### src/rtl/i2c_slave_pkg.sv
// Shared types and constants for the I2C responder.
// State encoding: bit 3 set marks an ACK-slot state, low bits name the byte phase.
package i2c_pkg;

    typedef enum logic [3:0] {
        IDLE      = 4'b0000,
        ADDR      = 4'b0001,
        RX_BYTE   = 4'b0010,
        TX_BYTE   = 4'b0011,
        WAIT_STOP = 4'b0100,
        ADDR_ACK  = 4'b1001,
        RX_ACK    = 4'b1010,
        TX_ACK    = 4'b1011
    } stateType_I2C_Slave;

    localparam logic [7:0] I2C_IDLE_BYTE = 8'hFF;

endpackage

### src/rtl/i2c_slave_if.sv
// Bus pins and local byte ports of the I2C responder.
// Local handshakes: o_RxValid/o_TxReq/o_TxUnderrun are single-cycle pulses; i_RxReady and i_TxValid are levels sampled at the moment the byte is consumed or loaded.
interface i2c_slave_if;

    logic       i_SCL;
    logic       i_SDA;
    logic       o_SDA_OE;
    logic [7:0] o_RxData;
    logic       o_RxValid;
    logic       i_RxReady;
    logic [7:0] i_TxData;
    logic       i_TxValid;
    logic       o_TxReq;
    logic       o_TxUnderrun;
    logic       o_Busy;

    modport slave (
        input  i_SCL, i_SDA, i_RxReady, i_TxData, i_TxValid,
        output o_SDA_OE, o_RxData, o_RxValid, o_TxReq, o_TxUnderrun, o_Busy
    );

    modport master (
        output i_SCL, i_SDA, i_RxReady, i_TxData, i_TxValid,
        input  o_SDA_OE, o_RxData, o_RxValid, o_TxReq, o_TxUnderrun, o_Busy
    );

endinterface

### src/rtl/i2c_slave_bus_sync.sv
// Synchronizes SCL/SDA into the system clock domain and flags SCL edges, START and STOP.
module i2c_bus_sync #(
    parameter int SyncStages = 2
) (
    input  logic i_CLK,
    input  logic i_RESET,
    input  logic i_SCL,
    input  logic i_SDA,
    output logic scl_rise,
    output logic scl_fall,
    output logic sda_sync,
    output logic start_det,
    output logic stop_det
);

    if (SyncStages < 2) begin : g_stage_check
        $error("i2c_bus_sync: SyncStages must be at least 2");
    end

    logic [SyncStages-1:0] scl_pipe;
    logic [SyncStages-1:0] sda_pipe;
    logic                  scl_d;
    logic                  sda_d;
    logic                  scl_s;
    logic                  sda_s;

    // Preset to 1 so a reset never looks like a START on an idle bus.
    always_ff @(posedge i_CLK) begin
        if (i_RESET) begin
            scl_pipe <= '1;
            sda_pipe <= '1;
            scl_d    <= 1'b1;
            sda_d    <= 1'b1;
        end else begin
            scl_pipe <= {scl_pipe[SyncStages-2:0], i_SCL};
            sda_pipe <= {sda_pipe[SyncStages-2:0], i_SDA};
            scl_d    <= scl_s;
            sda_d    <= sda_s;
        end
    end

    assign scl_s     = scl_pipe[SyncStages-1];
    assign sda_s     = sda_pipe[SyncStages-1];
    assign scl_rise  = scl_s & ~scl_d;
    assign scl_fall  = ~scl_s & scl_d;
    assign sda_sync  = sda_s;
    assign start_det = scl_s & scl_d & sda_d & ~sda_s;
    assign stop_det  = scl_s & scl_d & ~sda_d & sda_s;

endmodule

### src/rtl/i2c_slave.sv
// I2C responder: fixed 7-bit address, open-drain SDA via output enable, no clock stretching.
// Write bytes go out on o_RxData/o_RxValid; read bytes come from i_TxData on o_TxReq.
module i2c_slave
    import i2c_pkg::*;
#(
    parameter int         DataWidth    = 8,
    parameter logic [6:0] SlaveAddress = 7'h50,
    parameter int         SyncStages   = 2
) (
    input  logic               i_CLK,
    input  logic               i_RESET,
    input  logic               i_ENABLE,
    i2c_slave_if.slave         bus,
    output stateType_I2C_Slave o_State
);

    if (DataWidth != 8) begin : g_width_check
        $error("i2c_slave: DataWidth must be 8");
    end

    logic scl_rise, scl_fall, sda_sync, start_det, stop_det;

    i2c_bus_sync #(.SyncStages(SyncStages)) u_sync (
        .i_CLK     (i_CLK),
        .i_RESET   (i_RESET),
        .i_SCL     (bus.i_SCL),
        .i_SDA     (bus.i_SDA),
        .scl_rise  (scl_rise),
        .scl_fall  (scl_fall),
        .sda_sync  (sda_sync),
        .start_det (start_det),
        .stop_det  (stop_det)
    );

    stateType_I2C_Slave state_q, state_n;
    logic [2:0] bit_cnt_q, bit_cnt_n;
    logic [6:0] shift_q, shift_n;
    logic [6:0] tx_shift_q, tx_shift_n;
    logic       rw_q, rw_n;
    logic       ack_q, ack_n;
    logic       slot_q, slot_n;
    logic       matched_q, matched_n;
    logic       oe_q, oe_n;
    logic [7:0] rx_data_q, rx_data_n;
    logic       rx_valid_q, rx_valid_n;
    logic       tx_req_q, tx_req_n;
    logic       underrun_q, underrun_n;
    logic [7:0] tx_next;

    assign tx_next = bus.i_TxValid ? bus.i_TxData : I2C_IDLE_BYTE;

    always_ff @(posedge i_CLK) begin
        if (i_RESET) begin
            state_q    <= IDLE;
            bit_cnt_q  <= '0;
            shift_q    <= '0;
            tx_shift_q <= '0;
            rw_q       <= 1'b0;
            ack_q      <= 1'b0;
            slot_q     <= 1'b0;
            matched_q  <= 1'b0;
            oe_q       <= 1'b0;
            rx_data_q  <= '0;
            rx_valid_q <= 1'b0;
            tx_req_q   <= 1'b0;
            underrun_q <= 1'b0;
        end else begin
            state_q    <= state_n;
            bit_cnt_q  <= bit_cnt_n;
            shift_q    <= shift_n;
            tx_shift_q <= tx_shift_n;
            rw_q       <= rw_n;
            ack_q      <= ack_n;
            slot_q     <= slot_n;
            matched_q  <= matched_n;
            oe_q       <= oe_n;
            rx_data_q  <= rx_data_n;
            rx_valid_q <= rx_valid_n;
            tx_req_q   <= tx_req_n;
            underrun_q <= underrun_n;
        end
    end

    // slot_q: inside an ACK state, 0 = waiting for the fall that drives the slot, 1 = waiting for the fall that ends it.
    always_comb begin
        state_n    = state_q;
        bit_cnt_n  = bit_cnt_q;
        shift_n    = shift_q;
        tx_shift_n = tx_shift_q;
        rw_n       = rw_q;
        ack_n      = ack_q;
        slot_n     = slot_q;
        matched_n  = matched_q;
        oe_n       = oe_q;
        rx_data_n  = rx_data_q;
        rx_valid_n = 1'b0;
        tx_req_n   = 1'b0;
        underrun_n = 1'b0;
        if (!i_ENABLE || stop_det || start_det) begin
            state_n   = (i_ENABLE && start_det && !stop_det) ? ADDR : IDLE;
            bit_cnt_n = '0;
            slot_n    = 1'b0;
            matched_n = 1'b0;
            oe_n      = 1'b0;
        end else begin
            unique case (state_q)
                IDLE: ;
                ADDR: if (scl_rise) begin
                    shift_n   = {shift_q[5:0], sda_sync};
                    bit_cnt_n = bit_cnt_q + 3'd1;
                    if (bit_cnt_q == 3'd7) begin
                        rw_n   = sda_sync;
                        slot_n = 1'b0;
                        if (shift_q == SlaveAddress) begin
                            state_n   = ADDR_ACK;
                            matched_n = 1'b1;
                        end else begin
                            state_n = WAIT_STOP;
                        end
                    end
                end
                ADDR_ACK: if (scl_fall) begin
                    if (!slot_q) begin
                        oe_n     = 1'b1;
                        slot_n   = 1'b1;
                        tx_req_n = rw_q;
                    end else begin
                        slot_n    = 1'b0;
                        bit_cnt_n = '0;
                        if (rw_q) begin
                            tx_shift_n = tx_next[6:0];
                            oe_n       = ~tx_next[7];
                            underrun_n = ~bus.i_TxValid;
                            state_n    = TX_BYTE;
                        end else begin
                            oe_n    = 1'b0;
                            state_n = RX_BYTE;
                        end
                    end
                end
                RX_BYTE: if (scl_rise) begin
                    shift_n   = {shift_q[5:0], sda_sync};
                    bit_cnt_n = bit_cnt_q + 3'd1;
                    if (bit_cnt_q == 3'd7) begin
                        ack_n   = bus.i_RxReady;
                        slot_n  = 1'b0;
                        state_n = RX_ACK;
                        if (bus.i_RxReady) begin
                            rx_data_n  = {shift_q, sda_sync};
                            rx_valid_n = 1'b1;
                        end
                    end
                end
                RX_ACK: if (scl_fall) begin
                    if (!slot_q) begin
                        oe_n   = ack_q;
                        slot_n = 1'b1;
                    end else begin
                        oe_n      = 1'b0;
                        slot_n    = 1'b0;
                        bit_cnt_n = '0;
                        state_n   = RX_BYTE;
                    end
                end
                TX_BYTE: if (scl_fall) begin
                    if (bit_cnt_q == 3'd7) begin
                        oe_n      = 1'b0;
                        bit_cnt_n = '0;
                        tx_req_n  = 1'b1;
                        slot_n    = 1'b0;
                        state_n   = TX_ACK;
                    end else begin
                        tx_shift_n = {tx_shift_q[5:0], 1'b1};
                        oe_n       = ~tx_shift_q[6];
                        bit_cnt_n  = bit_cnt_q + 3'd1;
                    end
                end
                TX_ACK: begin
                    if (scl_rise) begin
                        if (sda_sync) state_n = WAIT_STOP;
                        else          slot_n  = 1'b1;
                    end else if (scl_fall && slot_q) begin
                        tx_shift_n = tx_next[6:0];
                        oe_n       = ~tx_next[7];
                        underrun_n = ~bus.i_TxValid;
                        slot_n     = 1'b0;
                        bit_cnt_n  = '0;
                        state_n    = TX_BYTE;
                    end
                end
                WAIT_STOP: oe_n = 1'b0;
                default: begin
                    state_n = IDLE;
                    oe_n    = 1'b0;
                end
            endcase
        end
    end

    assign bus.o_SDA_OE     = oe_q;
    assign bus.o_RxData     = rx_data_q;
    assign bus.o_RxValid    = rx_valid_q;
    assign bus.o_TxReq      = tx_req_q;
    assign bus.o_TxUnderrun = underrun_q;
    assign bus.o_Busy       = matched_q && (state_q != IDLE) && (state_q != ADDR);
    assign o_State          = state_q;

endmodule

### src/flat_wrapper.sv
// flat-port wrapper written by rule: the top's interface ports become plain ports
module i2c_slave_flat import i2c_pkg::*;
#(
    parameter int         DataWidth    = 8,
    parameter logic [6:0] SlaveAddress = 7'h50,
    parameter int         SyncStages   = 2
)
  (i_CLK, i_RESET, i_ENABLE, o_State, bus_i_SCL, bus_i_SDA, bus_i_RxReady, bus_i_TxData, bus_i_TxValid, bus_o_SDA_OE, bus_o_RxData, bus_o_RxValid, bus_o_TxReq, bus_o_TxUnderrun, bus_o_Busy);
  i2c_slave_if bus_i ();
  input  logic i_CLK;
  input  logic i_RESET;
  input  logic i_ENABLE;
  output stateType_I2C_Slave o_State;
  input wire logic [$bits(bus_i.i_SCL)-1:0] bus_i_SCL;
  input wire logic [$bits(bus_i.i_SDA)-1:0] bus_i_SDA;
  input wire logic [$bits(bus_i.i_RxReady)-1:0] bus_i_RxReady;
  input wire logic [$bits(bus_i.i_TxData)-1:0] bus_i_TxData;
  input wire logic [$bits(bus_i.i_TxValid)-1:0] bus_i_TxValid;
  output wire logic [$bits(bus_i.o_SDA_OE)-1:0] bus_o_SDA_OE;
  output wire logic [$bits(bus_i.o_RxData)-1:0] bus_o_RxData;
  output wire logic [$bits(bus_i.o_RxValid)-1:0] bus_o_RxValid;
  output wire logic [$bits(bus_i.o_TxReq)-1:0] bus_o_TxReq;
  output wire logic [$bits(bus_i.o_TxUnderrun)-1:0] bus_o_TxUnderrun;
  output wire logic [$bits(bus_i.o_Busy)-1:0] bus_o_Busy;
  assign bus_i.i_SCL = bus_i_SCL;
  assign bus_i.i_SDA = bus_i_SDA;
  assign bus_i.i_RxReady = bus_i_RxReady;
  assign bus_i.i_TxData = bus_i_TxData;
  assign bus_i.i_TxValid = bus_i_TxValid;
  assign bus_o_SDA_OE = bus_i.o_SDA_OE;
  assign bus_o_RxData = bus_i.o_RxData;
  assign bus_o_RxValid = bus_i.o_RxValid;
  assign bus_o_TxReq = bus_i.o_TxReq;
  assign bus_o_TxUnderrun = bus_i.o_TxUnderrun;
  assign bus_o_Busy = bus_i.o_Busy;
  i2c_slave #(.DataWidth(DataWidth), .SlaveAddress(SlaveAddress), .SyncStages(SyncStages)) u_core (.i_CLK(i_CLK), .i_RESET(i_RESET), .i_ENABLE(i_ENABLE), .bus(bus_i), .o_State(o_State));
endmodule
### config.mk
export PLATFORM = sky130hd
export DESIGN_NAME = i2c_slave_flat
export DESIGN_NICKNAME = d
export VERILOG_FILES = /design/src/rtl/i2c_slave_pkg.sv /design/src/rtl/i2c_slave_if.sv /design/src/rtl/i2c_slave_bus_sync.sv /design/src/rtl/i2c_slave.sv /design/src/flat_wrapper.sv
export SDC_FILE = /design/constraint.sdc
export NUM_CORES = 1
export LEC_CHECK = 0
export CELL_PAD_IN_SITES_DETAIL_PLACEMENT = 2
export CELL_PAD_IN_SITES_GLOBAL_PLACEMENT = 2
export CORE_ASPECT_RATIO = 1.5
export CORE_MARGIN = 10
export CORE_UTILIZATION = 32
export DETAILED_ROUTE_END_ITERATION = 10
export MAX_ROUTING_LAYER = met4
export PLACE_DENSITY = 0.76
export SYNTH_ARGS = -nofsm -noshare
export SYNTH_HDL_FRONTEND = slang
export SYNTH_HIERARCHICAL = 1
export SYNTH_SLANG_ARGS = --single-unit
export TNS_END_PERCENT = 5
### constraint.sdc
create_clock -name i_CLK -period 2.25 [get_ports i_CLK]
set_input_delay 0.45 -clock i_CLK [delete_from_list [all_inputs] [get_ports i_CLK]]
set_output_delay 0.45 -clock i_CLK [all_outputs]
set_load 0.1 [all_outputs]
# ---- Word-level counts from Yosys, hierarchy flattened
# Cells that the tools add are included.
dict set report totals {
  mem_bits_rw 0
  n_memories 0
  romBits 0
  output_inout_bits 17
  latchBits 0
  ff_bits 43
  wordCells 168
}
dict set report op_classes {
  shifts 0
  magnitude_cmp 0
  muxes 66
  reduce_logical 29
  bitwise 19
  n_eq_ne 36
  div_mod_pow 0
  add_sub_neg 1
  mul 0
}
# op count
set op_table {}
lappend op_table {{2-to-1 mux 4 bit} 15}
lappend op_table {{2-to-1 mux 7 bit} 7}
lappend op_table {{!= test 3 x 1 -> 1 bit, second input constant} 11}
lappend op_table {{2-to-1 mux 1 bit} 29}
lappend op_table {{case mux 4 bit (7 select lines)} 1}
lappend op_table {{2-to-1 mux 3 bit} 7}
lappend op_table {{case mux 7 bit (3 select lines)} 1}
lappend op_table {{!= test 2 x 1 -> 1 bit, second input constant} 10}
lappend op_table {{AND reduction 13 bit} 1}
lappend op_table {{== test 4 bit, second input constant} 3}
lappend op_table {{inverter 1 bit} 12}
lappend op_table {{case mux 3 bit (4 select lines)} 1}
lappend op_table {{AND reduction 4 bit} 3}
lappend op_table {{AND reduction 6 bit} 2}
lappend op_table {{AND reduction 9 bit} 1}
lappend op_table {{== test 4 x 2 -> 1 bit, second input constant} 2}
lappend op_table {{2-to-1 mux 8 bit} 1}
lappend op_table {{!= test 4 x 1 -> 1 bit, second input constant} 2}
lappend op_table {{nonzero test 4 bit} 2}
lappend op_table {{OR reduction 2 bit} 4}
lappend op_table {{AND 1 bit} 7}
lappend op_table {{== test 7 bit, second input constant} 1}
lappend op_table {{AND reduction 7 bit} 1}
lappend op_table {{logical AND 1 bit} 5}
lappend op_table {{18 further kinds} 22}

# ---- Depth between registers and ports, before layout
# Gate-level depths: netlist of the first run.
dict set report depth {
  word_depth 7
  ltp_mapped 8
  mapped_depth_nobuf 7
}

# ---- By module
# The synthesis of the first run kept the hierarchy.
# module n_inst area_each_um2 cells_each
set by_module_without_submodules {}
lappend by_module_without_submodules {i2c_slave 1 1980.6 238}
lappend by_module_without_submodules {i2c_bus_sync 1 190.2 16}

# ---- Worst setup path before layout of the first run
# Ideal clock, no wire load.
dict set report synth_timing {
  path_type {register to output}
  startpoint {reg u_core.state_q[3], in the netlist u_core/o_State[3]}
  endpoint {out bus_o_Busy}
  arrival_ns 2.352
  path_slack_ns -0.552
  path_stages_with_launch 4
  path_buffers 2
  required_time_ns 1.800
  path_cell_list {dfxtp_1 buf_2 clkbuf_1 o31a_1}
}
dict set report synth_between {
  elab_chain_cells 3
}
# item line_no
set synth_lines {}
lappend synth_lines {{start, declared} i2c_slave.sv:35} ;# stateType_I2C_Slave state_q, state_n;
lappend synth_lines {{start signal, assigned} i2c_slave.sv:68} ;# state_q <= state_n;
lappend synth_lines {{nonzero test 4 bit} i2c_slave.sv:205} ;# assign bus.o_Busy = matched_q && (state_q != IDLE) && (state_q != ADDR);
lappend synth_lines {{logical AND 1 bit} i2c_slave.sv:205}
lappend synth_lines {{logical AND 1 bit *} i2c_slave.sv:205}
lappend synth_lines {{end, declared} flat_wrapper.sv:24} ;# output wire logic [$bits(bus_i.o_Busy)-1:0] bus_o_Busy;
# Mark *: on every way between the ends. The rest lies on a longest branch, timed or not.

# ---- Worst setup path after layout of the first run
dict set report layout_timing {
  startpoint {in i_ENABLE}
  endpoint {reg u_core.tx_shift_q[2]}
}
dict set report layout_between {
  elab_chain_cells 5
}
# item line_no
set layout_lines {}
lappend layout_lines {{start, declared} flat_wrapper.sv:12} ;# input logic i_ENABLE;
lappend layout_lines {{logical NOT 1 bit} i2c_slave.sv:99} ;# if (!i_ENABLE || stop_det || start_det) begin
lappend layout_lines {{logical OR 1 bit (2 in a row)} i2c_slave.sv:99}
lappend layout_lines {{inverter 1 bit (no source line)} -}
lappend layout_lines {{AND reduction 9 bit (no source line)} -}
lappend layout_lines {{end signal, assigned} i2c_slave.sv:71} ;# tx_shift_q <= tx_shift_n;
lappend layout_lines {{end, declared} i2c_slave.sv:38} ;# logic [6:0] tx_shift_q, tx_shift_n;
# Every way passes these cells.
# A chain may end at the register's enable or synchronous reset.

==> parameters.txt, run 1 <==
Parameter                              Value

Route
  Violation count after the first detailed-routing iteration    77
  Final routed wire length divided by cell count    18.6 µm
  Number of vias after detailed routing    1,998
  Drt first pass iters    4
  Antenna violation net count after detailed routing    0
  Detailed Route WL    6820 µm
  Via-to-Cell Ratio    5.44
  Post-route DRC violation count    0

Logic synthesis
  Count of state elements after synthesis    43
  Number of enable-type register cells in the synthesized netlist    0
  Area contributors post-synth    sky130_fd_sc_hd__dfxtp_1, sky130_fd_sc_hd__mux2i_1, sky130_fd_sc_hd__nor2_1, sky130_fd_sc_hd__nor2b_1, sky130_fd_sc_hd__o21ai_0
  Post-synthesis area per instance    8.55 µm²
  Post-synthesis instance area    0.00217 mm²
  Netlist cell types    49
  Share of synthesized area occupied by flip-flops and latches    39.7%
  Flip-flop cell with the highest count after synthesis    sky130_fd_sc_hd__dfxtp_1
  Fraction of synthesized cell area taken by the top area cell type    39.7%
  Count of warnings emitted by yosys    6
  Synthesized net count    271
  Number of cells produced by synthesis    254
  Share of flip-flops with an asynchronous set or reset after synthesis    0%
  Cell accounting for the most synthesized area    sky130_fd_sc_hd__dfxtp_1

Placement
  RePlAce Congestion    0.831
  Sum of net half-perimeters after detailed placement    5190 µm
  Inst Count DP    360
  Total of buffers placed on input and output ports    31
  Total placed instance area    0.00259 mm²

Cells and area
  Area grow syn2layout    24.1%
  Non-filler instance count after layout    367
  Post-Layout Inst Area    0.00270 mm²
  Final core occ    41.3%
  Most used cells in the layout excluding fill and tap cells    sky130_fd_sc_hd__dfxtp_1, sky130_fd_sc_hd__nor2_1, sky130_fd_sc_hd__buf_4
  Most common library cell in the layout ignoring fill and taps    sky130_fd_sc_hd__dfxtp_1
  Antenna cell count    0
  Net total in the final layout    308
  Fraction of final layout cells with drive strength greater than 1    17.2%

Min path
  Start point of the worst min-delay path    u_core/u_sync/sda_pipe[0]$_SDFF_PP1_
  Worst min path class    flip-flop to flip-flop

Timing
  Worst-case hold slack    410 ps
  Fin. max-slew vios    0
  Period utilization    92.2%
  Final Hold Fails    0
  Time the final worst path needs with I/O delays and setup    2070 ps
  Relative slew slack    61.7%
  Timing-limited maximum frequency    482 MHz
  Tightest Pin Transition    573 ps
  Clock skew    11.2 ps
  Final setup viols    0
  RSZ-0062 raised after global routing    no

Worst setup path
  Sort of element at the start of the critical path    input pin
  Data arrival, critical path    2250 ps
  Crit-path max cell delay    490 ps
  Highest-delay cell along the critical path    sky130_fd_sc_hd__clkdlybuf4s50_1
  Ordered list of cells on the worst path    clkdlybuf4s50_1 > nor3b_1 > buf_4 > o2111ai_1 > nor4b_2 > buf_4 > mux2i_1 > nor2_1
  Setup crit start    i_ENABLE
  Crit-path most repeated cell    sky130_fd_sc_hd__buf_4
  Start-to-end type of the worst setup path    input pin to flip-flop
  Largest fanout on the critical path    8
  Type of element capturing the critical path    flip-flop
  Origin of the critical flop-to-flop path    u_core/bit_cnt_q[0]$_SDFFE_PP0P_
  Worst path required time    2430 ps

Floorplanning
  Overall die area    0.0105 mm²
  # rows    36
  DIE HEIGHT    121 µm
  Chip width    87.3 µm
  Total I/O pin count    32
  Placeable core region    0.00653 mm²
  Initial Util    33.2%

Clocking
  Max H-tree Level    2
  Cell at the root of the clock tree    sky130_fd_sc_hd__clkbuf_8
  Post-CTS clock slew at the launch and capture registers of the worst setup and hold paths    90 ps
  Clock latency of the later-clocked register in the worst-skew pair    300 ps
  CTS hold repair buffers    0
  Buffer levels on the longest clock path    2
  CTS tree    built
  Inserted Clock Buffers    5
  Clock sink count    43
  PostCTS Resize Cnt    0
  Count of buffers added by post-CTS timing repair for setup    0

Power and ir drop
  Share of total power consumed by net switching    22.7%
  NetSw    334 µW
  Sequential fraction of design power    52.2%
  Tot Pwr    1470 µW
  Clock network fraction of total power    41.7%
  Internal power    1140 µW
  Largest vdd supply drop    0.402 mV
  Leakage power total    0.00108 µW
  Power per cell area    546 mW/mm²
  Combinational share of power    6.1%

Global routing
  Antenna violations before repair    0
  GR Overflow Total    0
  Maximum number of pins on one net before global-route repair    35
  Overall fraction of global-route tracks in use    13.5%
  Global-route wire length before repair    11,300 µm
  Vias in the first global route    2,152

Status
  Outcome    completed

Flow run
  Number of max-capacitance violations reported    0
critical path: cells and delay by family:
| family | cells | cell delay, ps |
|---|---|---|
| buffers and inverters | 3 | 890 |
| muxes | 1 | 210 |
| and+or+nand+nor | 3 | 550 |
| AOI/OAI and AO/OA | 1 | 140 |
cell families after synthesis:
family | after synthesis | share of synthesized area (%)
and+or+nand+nor | 115 | 28.4
AOI/OAI and AO/OA | 50 | 15.0
muxes | 24 | 11.1
DFF | 43 | 39.7
adders and majority gates | 2 | 1.15
buffers and inverters | 19 | 4.32
xor gates and xnor gates | 1 | 0.404
worst paths after layout:
path	end	slack [ps]	cells after the start
min reg2reg	u_core/u_sync/sda_pipe[1]$_SDFF_PP1_	410	1
min	u_core/u_sync/sda_pipe[1]$_SDFF_PP1_	410	1
max reg2reg	u_core/tx_shift_q[2]$_SDFFE_PP0P_	190	8
max	u_core/tx_shift_q[2]$_SDFFE_PP0P_	180	8
flip-flops by register name (all words and copies together), names as in the netlist:
| signal | cells |
|---|---|
| u_core/bus.o_SDA_OE | 1 |
| u_core/bit_cnt_q | 3 |
| u_core/o_State | 4 |
| u_core/u_sync/sda_d | 1 |
| u_core/shift_q | 7 |
| u_core/rw_q | 1 |
| u_core/bus.o_TxReq | 1 |
| u_core/u_sync/scl_d | 1 |
| u_core/bus.o_RxValid | 1 |
| u_core/u_sync/sda_pipe | 2 |
| u_core/bus.o_RxData | 8 |
| u_core/u_sync/scl_pipe | 2 |
| u_core/matched_q | 1 |
| u_core/bus.o_TxUnderrun | 1 |
| u_core/tx_shift_q | 7 |
| u_core/slot_q | 1 |
| u_core/ack_q | 1 |
synthesized netlist by cell type, drive strengths merged, types with 2 or more instances:
cell and number:
dfxtp 43, nor2 38, mux2i 24, nand2 19
o21ai 16, nor2b 13, a21oi 12, buf 9
clkbuf 7, nand3 6, or2 6, nor3 5
nand2b 4, and4b 3, inv 3, o31ai 3
or4 3, a211o 2, a21boi 2, a31oi 2
and3 2, and3b 2, ha 2, nand4 2
nand4b 2, nor4b 2, o211ai 2, o22ai 2
routing by layer:
metal / vias up / global-route usage, % / routed length [µm]
li1: 967 / - / -
met1: 1001 / 15.0 / 2800
met2: 22 / 23.6 / 3750
met3: 8 / 2.35 / 138
met4: 0 / 4.20 / 129
met5: - / - / 0
metrics by stage:
stage / worst slack [ps] / setup TNS [ps]
after global placement: -79.8 / -491
after floorplan: 93.8 / 0
after CTS: 165 / 0
after detailed placement: -136 / -746
final: 176 / 0
after global routing: 44.5 / 0
power groups by stage:
stage | sequential, µW | clock [µW] | combinational (µW)
after detailed placement | 787 | 0 | 91.6
after floorplan | 787 | 0 | 37.6
after global routing | 769 | 654 | 99.2
after global placement | 786 | 0 | 90.1
final | 768 | 613 | 90.0
after CTS | 768 | 625 | 91.7
cell type report:
type                            count  area, µm²
Clock buffer                        5       68.8
Clock inverter                      2       37.5
Fill cell                         744       3840
Timing Repair Buffer               46        393
Tap cell                           76       95.1
Inverter                            3       11.3
Sequential cell                    43        866
Multi-Input combinational cell    192       1220
No activity file was read; power rests on OpenSTA's default activity.
==> run 2, diff against run 1 <==
ABC_AREA = 1   (was not set)
CORE_UTILIZATION = 27   (was 32)
PLACE_DENSITY = 0.72   (was 0.76)
clock period = 1.75 ns   (was 2.25 ns; I/O delays follow)
==> run 2 against run 1 <==
Net effect: critical path depth shrank 4; global-route usage decreased by 0.26 points; core utilization is 2.1 points lower; clock power is 97% higher; synthesized cell count is 22% higher; sequential share of layout area is 4.1 points lower.
==> parameters.txt, run 2 <==
Parameter                              Value

Global routing
  Overall fraction of global-route tracks in use    13.2% (-0.26 points)
  Antenna violations before repair    0 (unchanged)
  GR Overflow Total    0 (unchanged)
  Global-route wire length before repair    12,400 µm (+9.7%)
  Vias in the first global route    2,445 (+14%)
  Maximum number of pins on one net before global-route repair    24 (-31%)

Route
  Number of vias after detailed routing    2,221 (+11%)
  Antenna violation net count after detailed routing    0 (unchanged)
  Detailed Route WL    7350 µm (+7.8%)
  Post-route DRC violation count    0 (unchanged)
  Via-to-Cell Ratio    4.79 (-12%)
  Violation count after the first detailed-routing iteration    56 (-27%)
  Final routed wire length divided by cell count    15.8 µm (-15%)
  Drt first pass iters    4 (unchanged)

Cells and area
  Antenna cell count    0 (unchanged)
  Area grow syn2layout    42.4%
  Multi-input combinational cell area    0.00117 mm² (-4.2%)
  Most used cells in the layout excluding fill and tap cells    sky130_fd_sc_hd__nor2_1, sky130_fd_sc_hd__nand2_1, sky130_fd_sc_hd__dfxtp_1
  Register Area    878 µm² (+1.4%)
  Most common library cell in the layout ignoring fill and taps    sky130_fd_sc_hd__nor2_1
  Max FFs per register    8 (unchanged)
  Net total in the final layout    375 (+22%)
  Final core occ    39.2% (-2.1 points)
  Fillcell total    923 (+24%)
  Fraction of final layout cells with drive strength greater than 1    23.4% (+6.2 points)

Worst setup path
  Type of element capturing the critical path    output port
  Largest delay contributor family on the critical path    flip-flops
  Register-to-Register Path Depth    8 (unchanged)
  Data arrival, critical path    1350 ps (-900 ps)
  Start-to-end type of the worst setup path    flip-flop to output port
  Crit-path max cell delay    370 ps (-120 ps)
  Terminus of the critical flop-to-flop path    u_core/tx_shift_q[5]$_SDFFE_PP0P_
  Largest fanout on the critical path    7 (-1)
  Highest-delay cell along the critical path    sky130_fd_sc_hd__dfxtp_4
  Worst path required time    1400 ps (-1030 ps)
  Origin of the critical flop-to-flop path    u_core/bit_cnt_q[0]$_SDFFE_PP0P_
  Worst R2R Setup Slack    120 ps (-70 ps)
  Crit path buf inv count    2 (-1)
  Sort of element at the start of the critical path    flip-flop
  Ordered list of cells on the worst path    nor2_4 > buf_4 > a21oi_4 > buf_12

Clocking
  Clock latency of the later-clocked register in the worst-skew pair    290 ps (about the same)
  Buffer levels on the longest clock path    2 (unchanged)
  Count of buffers added by post-CTS timing repair for setup    0 (unchanged)
  Inserted Clock Buffers    5 (unchanged)
  Max H-tree Level    2 (unchanged)
  CTS tree    built
  Cell at the root of the clock tree    sky130_fd_sc_hd__clkbuf_16
  Clock sink count    43 (unchanged)
  Post-CTS clock slew at the launch and capture registers of the worst setup and hold paths    60 ps (-30 ps)
  CTS hold repair buffers    0 (unchanged)

Timing
  Timing-limited maximum frequency    588 MHz
  Clock skew    5.79 ps (-5.37 ps)
  Tightest Pin Transition    275 ps (-298 ps)
  Period utilization    97.2%
  Relative slew slack    81.6% (+20 points)
  RSZ-0062 raised after global routing    yes
  Fin. max-slew vios    0 (unchanged)
  Final setup viols    0 (unchanged)
  Final Hold Fails    0 (unchanged)
  Time the final worst path needs with I/O delays and setup    1700 ps
  Final TNS setup    0 ps (unchanged)

Min path
  Worst-case hold path end point    u_core/u_sync/scl_pipe[1]$_SDFF_PP1_
  Start point of the worst min-delay path    u_core/u_sync/scl_pipe[0]$_SDFF_PP1_
  Worst min path class    flip-flop to flip-flop
  Cell depth of the worst hold path    1 (unchanged)

Logic synthesis
  Area contributors post-synth    sky130_fd_sc_hd__dfxtp_1, sky130_fd_sc_hd__nor2_1, sky130_fd_sc_hd__nand2_1, sky130_fd_sc_hd__o21ai_0, sky130_fd_sc_hd__inv_1
  Share of flip-flops with an asynchronous set or reset after synthesis    0% (unchanged)
  Synth top cells by count    sky130_fd_sc_hd__nor2_1, sky130_fd_sc_hd__nand2_1, sky130_fd_sc_hd__dfxtp_1, sky130_fd_sc_hd__inv_1, sky130_fd_sc_hd__o21ai_0
  Synthesized net count    326 (+20%)
  Post-synthesis area per instance    7.13 µm² (-17%)
  Count of state elements after synthesis    43 (unchanged)
  Netlist cell types    32 (-35%)
  Flip-flop cell with the highest count after synthesis    sky130_fd_sc_hd__dfxtp_1
  Number of enable-type register cells in the synthesized netlist    0 (unchanged)
  Share of synthesized area occupied by flip-flops and latches    39.1% (-0.59 points)
  Cell accounting for the most synthesized area    sky130_fd_sc_hd__dfxtp_1
  Count of warnings emitted by yosys    6 (unchanged)
  Fraction of synthesized cell area taken by the top area cell type    39.1% (-0.59 points)
  Dominant cell by count in the synthesized netlist    sky130_fd_sc_hd__nor2_1
  Post-synthesis instance area    0.00220 mm² (+1.5%)
  Number of cells produced by synthesis    309 (+22%)

Floorplanning
  # rows    40 (+11%)
  Placeable core region    0.00801 mm² (+23%)
  Overall die area    0.0122 mm² (+16%)
  Total I/O pin count    32 (unchanged)
  Chip width    93.8 µm (+7.5%)
  DIE HEIGHT    131 µm (+8.1%)
  Initial Util    27.5% (-5.7 points)

Power and ir drop
  Largest vdd supply drop    0.454 mV (+13%)
  Leakage power total    0.00134 µW (+24%)
  Power per cell area    767 mW/mm² (+41%)
  Tot Pwr    2410 µW (+64%)

Flow run
  Number of max-capacitance violations reported    0 (unchanged)

Placement
  Sum of net half-perimeters after detailed placement    5790 µm (+12%)
  RePlAce Congestion    0.792 (-4.8%)
  Total of buffers placed on input and output ports    31 (unchanged)

Status
  Outcome    completed
==> run 2: kinds of logic (layout without fill, tap and decap cells) <==
| logic type | count (synthesis) | count (layout) | share of synthesized area [%] |
|---|---|---|---|
| simple gates | 169 | 169 | 39.2 |
| buf+inv | 44 | 94 | 8.52 |
| compound gates | 51 | 51 | 12.1 |
| fa+ha+maj | 2 | 2 | 1.14 |
| flops | 43 | 43 | 39.1 |
==> run 2: how the worst max path moves through the flow <==
stage	start	endpoint	slack, ps	cells after the start
final	u_core/o_State[2]$_SDFFE_PP0P_	bus_o_Busy	50	4
after global routing	u_core/o_State[1]$_SDFFE_PP0P_	u_core/o_State[0]$_SDFFE_PP0P_	-20	11
after CTS	u_core/bit_cnt_q[0]$_SDFFE_PP0P_	u_core/tx_shift_q[6]$_SDFFE_PP0P_	3	8
after detailed placement	i_ENABLE	u_core/bus.o_RxData[0]$_SDFFE_PP0P_	-190	9
after global placement	i_ENABLE	u_core/tx_shift_q[2]$_SDFFE_PP0P_	-160	9
after floorplan	u_core/o_State[0]$_SDFFE_PP0P_	u_core/tx_shift_q[0]$_SDFFE_PP0P_	40	9
==> run 2: timing repair <==
action / in CTS / in global routing
resized for setup: 0 / 10
setup endpoints to repair: 0 / 23
hold endpoints to repair: 0 / 0
==> run 2: area by class of cell <==
| cell class | count | share of cell area, % |
|---|---|---|
| sequential | 43 | 28.0 |
| timing repair buffer | 47 | 19.5 |
| clock inverter | 2 | 1.91 |
| inverter | 39 | 4.90 |
| clock buffer | 6 | 4.11 |
| multi-input combinational | 222 | 37.4 |
| tap | 105 | 4.19 |
==> run 2: layer usage <==
metal	part of all wire (%)	track usage, %	vias to the layer above
met5	0	-	-
met4	2.2	5.47	0
met3	2.0	1.94	9
met2	57	25.1	27
met1	38	13.0	1097
li1	-	-	1088
==> run 2: worst register-to-register path, delay by kind of cell, from the launching register on <==
family	cells	cell delay, ps
flops	1	330
fa+ha+maj	2	420
compound gates	2	380
buf+inv	1	110
simple gates	3	270
==> run 2: power breakdown <==
part	switching [µW]	internal [µW]	leakage, µW	total (µW)
combinational	116	85.5	0.000900	202
clock	393	819	0.0000911	1210
sequential	11.5	983	0.000350	995
==> run 2: per-stage QoR <==
| step | instance area (µm²) | std cells | hold WS [ps] | setup WS (ps) |
|---|---|---|---|---|
| floorplan | 2230 | 309 | 383 | 44.6 |
| global placement | 2940 | 456 | 385 | -156 |
| detailed placement | 2940 | 456 | 400 | -187 |
| CTS | 3130 | 464 | 415 | 3.26 |
| global route | 3140 | 464 | 444 | -23.7 |
| finish | 3140 | 464 | 407 | 49.0 |
==> run 3, diff against run 2 <==
==> constraint.sdc (replaced) <==
create_clock -name i_CLK -period 1.75 [get_ports i_CLK]
set_input_delay 0.35 -clock i_CLK [delete_from_list [all_inputs] [get_ports i_CLK]]
set_output_delay 0.35 -clock i_CLK [all_outputs]
set_load 0.05 [all_outputs]
==> run 3 against run 2 <==
Net effect: non-clock buffer count grew 4; design area down 5.1%; sequential share of layout area is 1.1 points higher; fmax is 5.5% higher; die area did not move; worst setup slack improved by 88 ps; power up 0.45%; sequential power is essentially flat; count of clock-buffer cells in the layout shrank 1; clock skew about the same; critical path depth is 5 higher.
==> parameters.txt, run 3 (synthesis gave the netlist of run 2 again) <==
Parameter                              Value

Status
  Outcome    completed

Route
  Via-to-Cell Ratio    4.73 (-1.1%)
  Final routed wire length divided by cell count    15.4 µm (-2.9%)
  Violation count after the first detailed-routing iteration    79 (+41%)
  Antenna violation net count after detailed routing    0 (unchanged)
  Drt first pass iters    4 (unchanged)
  Number of vias after detailed routing    2,215 (-0.27%)
  Detailed Route WL    7200 µm (-2.1%)
  Post-route DRC violation count    0 (unchanged)

Clocking
  CTS tree    built
  Cell at the root of the clock tree    sky130_fd_sc_hd__clkbuf_16
  Buffer levels on the longest clock path    2 (unchanged)
  Clock sink count    43 (unchanged)
  Max H-tree Level    2 (unchanged)
  Clock latency of the later-clocked register in the worst-skew pair    290 ps (about the same)
  Inserted Clock Buffers    5 (unchanged)
  Post-CTS clock slew at the launch and capture registers of the worst setup and hold paths    70 ps (about the same)
  CTS hold repair buffers    0 (unchanged)

Timing
  Fin. max-slew vios    0 (unchanged)
  Time the final worst path needs with I/O delays and setup    1610 ps (-88.2 ps)
  Slack of the critical path    137 ps (+88.2 ps)
  Worst-case hold slack    405 ps (-2.51 ps)
  RSZ-0062 raised after global routing    yes
  Clock skew    5.88 ps (+0.0884 ps)
  Final Hold Fails    0 (unchanged)
  Tightest Pin Transition    318 ps (+43.0 ps)
  Period utilization    92.2% (-5.0 points)
  Final setup viols    0 (unchanged)
  Timing-limited maximum frequency    620 MHz (+5.5%)
  Relative slew slack    78.6% (-3.1 points)

Floorplanning
  Initial Util    27.5% (unchanged)
  # rows    40 (unchanged)
  Overall die area    0.0122 mm² (unchanged)
  Chip width    93.8 µm (unchanged)
  Placeable core region    0.00801 mm² (unchanged)
  DIE HEIGHT    131 µm (unchanged)
  Total I/O pin count    32 (unchanged)

Min path
  Worst min path class    flip-flop to flip-flop
  Worst-case hold path end point    u_core/u_sync/scl_pipe[1]$_SDFF_PP1_
  Cell depth of the worst hold path    1 (unchanged)
  Start point of the worst min-delay path    u_core/u_sync/scl_pipe[0]$_SDFF_PP1_

Placement
  RePlAce Congestion    0.776 (-2.0%)
  Total of buffers placed on input and output ports    31 (unchanged)
  Inst Count DP    460 (+0.88%)
  Sum of net half-perimeters after detailed placement    5790 µm (about the same)
  Total placed instance area    0.00277 mm² (-5.6%)
  Post-placement setup slack    -219 ps (-31.8 ps)

Cells and area
  Max FFs per register    8 (unchanged)
  Net total in the final layout    379 (+1.1%)
  Fraction of final layout cells with drive strength greater than 1    24.2% (+0.84 points)
  Non-filler instance count after layout    468 (+0.86%)
  Area grow syn2layout    35.2%
  Post-Layout Inst Area    0.00298 mm² (-5.1%)
  Most used cells in the layout excluding fill and tap cells    sky130_fd_sc_hd__nor2_1, sky130_fd_sc_hd__nand2_1, sky130_fd_sc_hd__dfxtp_1
  Most common library cell in the layout ignoring fill and taps    sky130_fd_sc_hd__nor2_1
  Antenna cell count    0 (unchanged)

Global routing
  Antenna violations before repair    0 (unchanged)
  Vias in the first global route    2,431 (-0.57%)
  M1 GR Usage    12.9% (-0.085 points)
  Met2 usage    24.2% (-0.90 points)
  Global-route wire length before repair    12,300 µm (-1.0%)
  Overall fraction of global-route tracks in use    12.9% (-0.36 points)
  GR Layer Usage met3    1.83% (-0.11 points)
  Maximum number of pins on one net before global-route repair    24 (unchanged)
  GR peak layer    met2
  GR Overflow Total    0 (unchanged)

Worst setup path
  Worst R2R Setup Slack    150 ps (+30 ps)
  Type of element capturing the critical path    flip-flop
  Origin of the critical flop-to-flop path    u_core/u_sync/scl_pipe[1]$_SDFF_PP1_
  Worst path required time    1930 ps (+530 ps)
  Sort of element at the start of the critical path    input pin
  Register-to-Register Path Depth    11 (+3)
  Data arrival, critical path    1790 ps (+440 ps)
  Terminus of the critical flop-to-flop path    u_core/bus.o_RxData[1]$_SDFFE_PP0P_
  Largest fanout on the critical path    9 (+2)
  Start-to-end type of the worst setup path    input pin to flip-flop

Power and ir drop
  Clock network fraction of total power    50.6% (+0.3 points)
  Tot Pwr    2420 µW (+0.45%)
  Power per cell area    812 mW/mm² (+5.8%)
  Leakage power total    0.00132 µW (-1.5%)
  NetSw    525 µW (+0.96%)
  Largest vdd supply drop    0.709 mV (+56%)
  Combinational share of power    8.2% (-0.2 points)
  Internal power    1890 µW (+0.31%)
  Share of total power consumed by net switching    21.7% (+0.11 points)
  Sequential fraction of design power    41.3% (about the same)

Flow run
  Number of max-capacitance violations reported    0 (unchanged)
==> run 3: cell types whose count changed in the layout (fill, tap and decap cells not counted), moves of 2 or more <==
| cell | previous run | this run |
|---|---|---|
| sky130_fd_sc_hd__dfxtp_2 | 2 | 4 |
| sky130_fd_sc_hd__buf_4 | 15 | 33 |
| sky130_fd_sc_hd__buf_12 | 18 | 4 |
| sky130_fd_sc_hd__o21ai_1 | 6 | 8 |
| sky130_fd_sc_hd__o21ai_0 | 25 | 23 |
| sky130_fd_sc_hd__dfxtp_4 | 4 | 0 |
| sky130_fd_sc_hd__dfxtp_1 | 37 | 39 |
==> run 3: timing repair <==
item | in CTS | in global routing
endpoints found under the setup margin | 1 | 15
gates resized for setup | 1 | 13
setup buffers | 0 | 0
pin swaps | 0 | 3
==> run 3: per-layer routing <==
layer  up-vias  routed length [µm]
met5         -                   0
met4         0                 138
met3         8                 123
met2        27                4100
met1      1081                2840
li1       1099                   -
==> run 3: worst max-delay path by stage <==
stage / startpoint / end / slack, ps / cells after the start
2_1_floorplan: u_core/o_State[3]$_SDFFE_PP0P_ / bus_o_Busy / -30 / 2
3_3_place_gp: i_ENABLE / u_core/tx_shift_q[2]$_SDFFE_PP0P_ / -160 / 9
3_5_place_dp: i_ENABLE / u_core/tx_shift_q[1]$_SDFFE_PP0P_ / -220 / 9
4_1_cts: u_core/u_sync/scl_d$_SDFF_PP1_ / u_core/tx_shift_q[1]$_SDFFE_PP0P_ / 30 / 10
5_1_grt: u_core/u_sync/scl_pipe[1]$_SDFF_PP1_ / u_core/bus.o_RxData[0]$_SDFFE_PP0P_ / -10 / 12
6_report: i_ENABLE / u_core/bus.o_RxData[1]$_SDFFE_PP0P_ / 140 / 9
==> run 3: critical path: stages <==
cell                              delay (ps)
sky130_fd_sc_hd__clkdlybuf4s50_1         450
sky130_fd_sc_hd__nand2_1                  90
sky130_fd_sc_hd__nor2_1                  130
sky130_fd_sc_hd__nand2_1                 100
sky130_fd_sc_hd__nor2_1                  120
sky130_fd_sc_hd__buf_4                   150
sky130_fd_sc_hd__nand3_4                 120
sky130_fd_sc_hd__o21ai_0                 210
sky130_fd_sc_hd__nor2_1                   70
==> run 3: stage by stage <==
stage,utilization [%],TNS (ps)
3_5_place_dp,34.6,-3380
2_1_floorplan,-,-26.9
4_1_cts,37.1,0
5_1_grt,37.2,-10.1
6_report,37.2,0
3_3_place_gp,34.6,-1830
==> run 3: power by group through the flow <==
stage	clock network, µW	registers [µW]	logic (µW)
after CTS	1270	998	199
after global routing	1310	999	222
after floorplan	0	1020	96.8
after global placement	0	1020	192
after detailed placement	0	1020	197
final	1220	998	197
==> run 3: layout make-up <==
| class | instances | area [µm²] |
|---|---|---|
| Fill cell | 956 | 5030 |
| Tap cell | 105 | 131 |
| Inverter | 39 | 156 |
| Multi-Input combinational cell | 222 | 1160 |
| Clock inverter | 3 | 67.6 |
| Timing Repair Buffer | 51 | 468 |
| Clock buffer | 5 | 125 |
| Sequential cell | 43 | 866 |
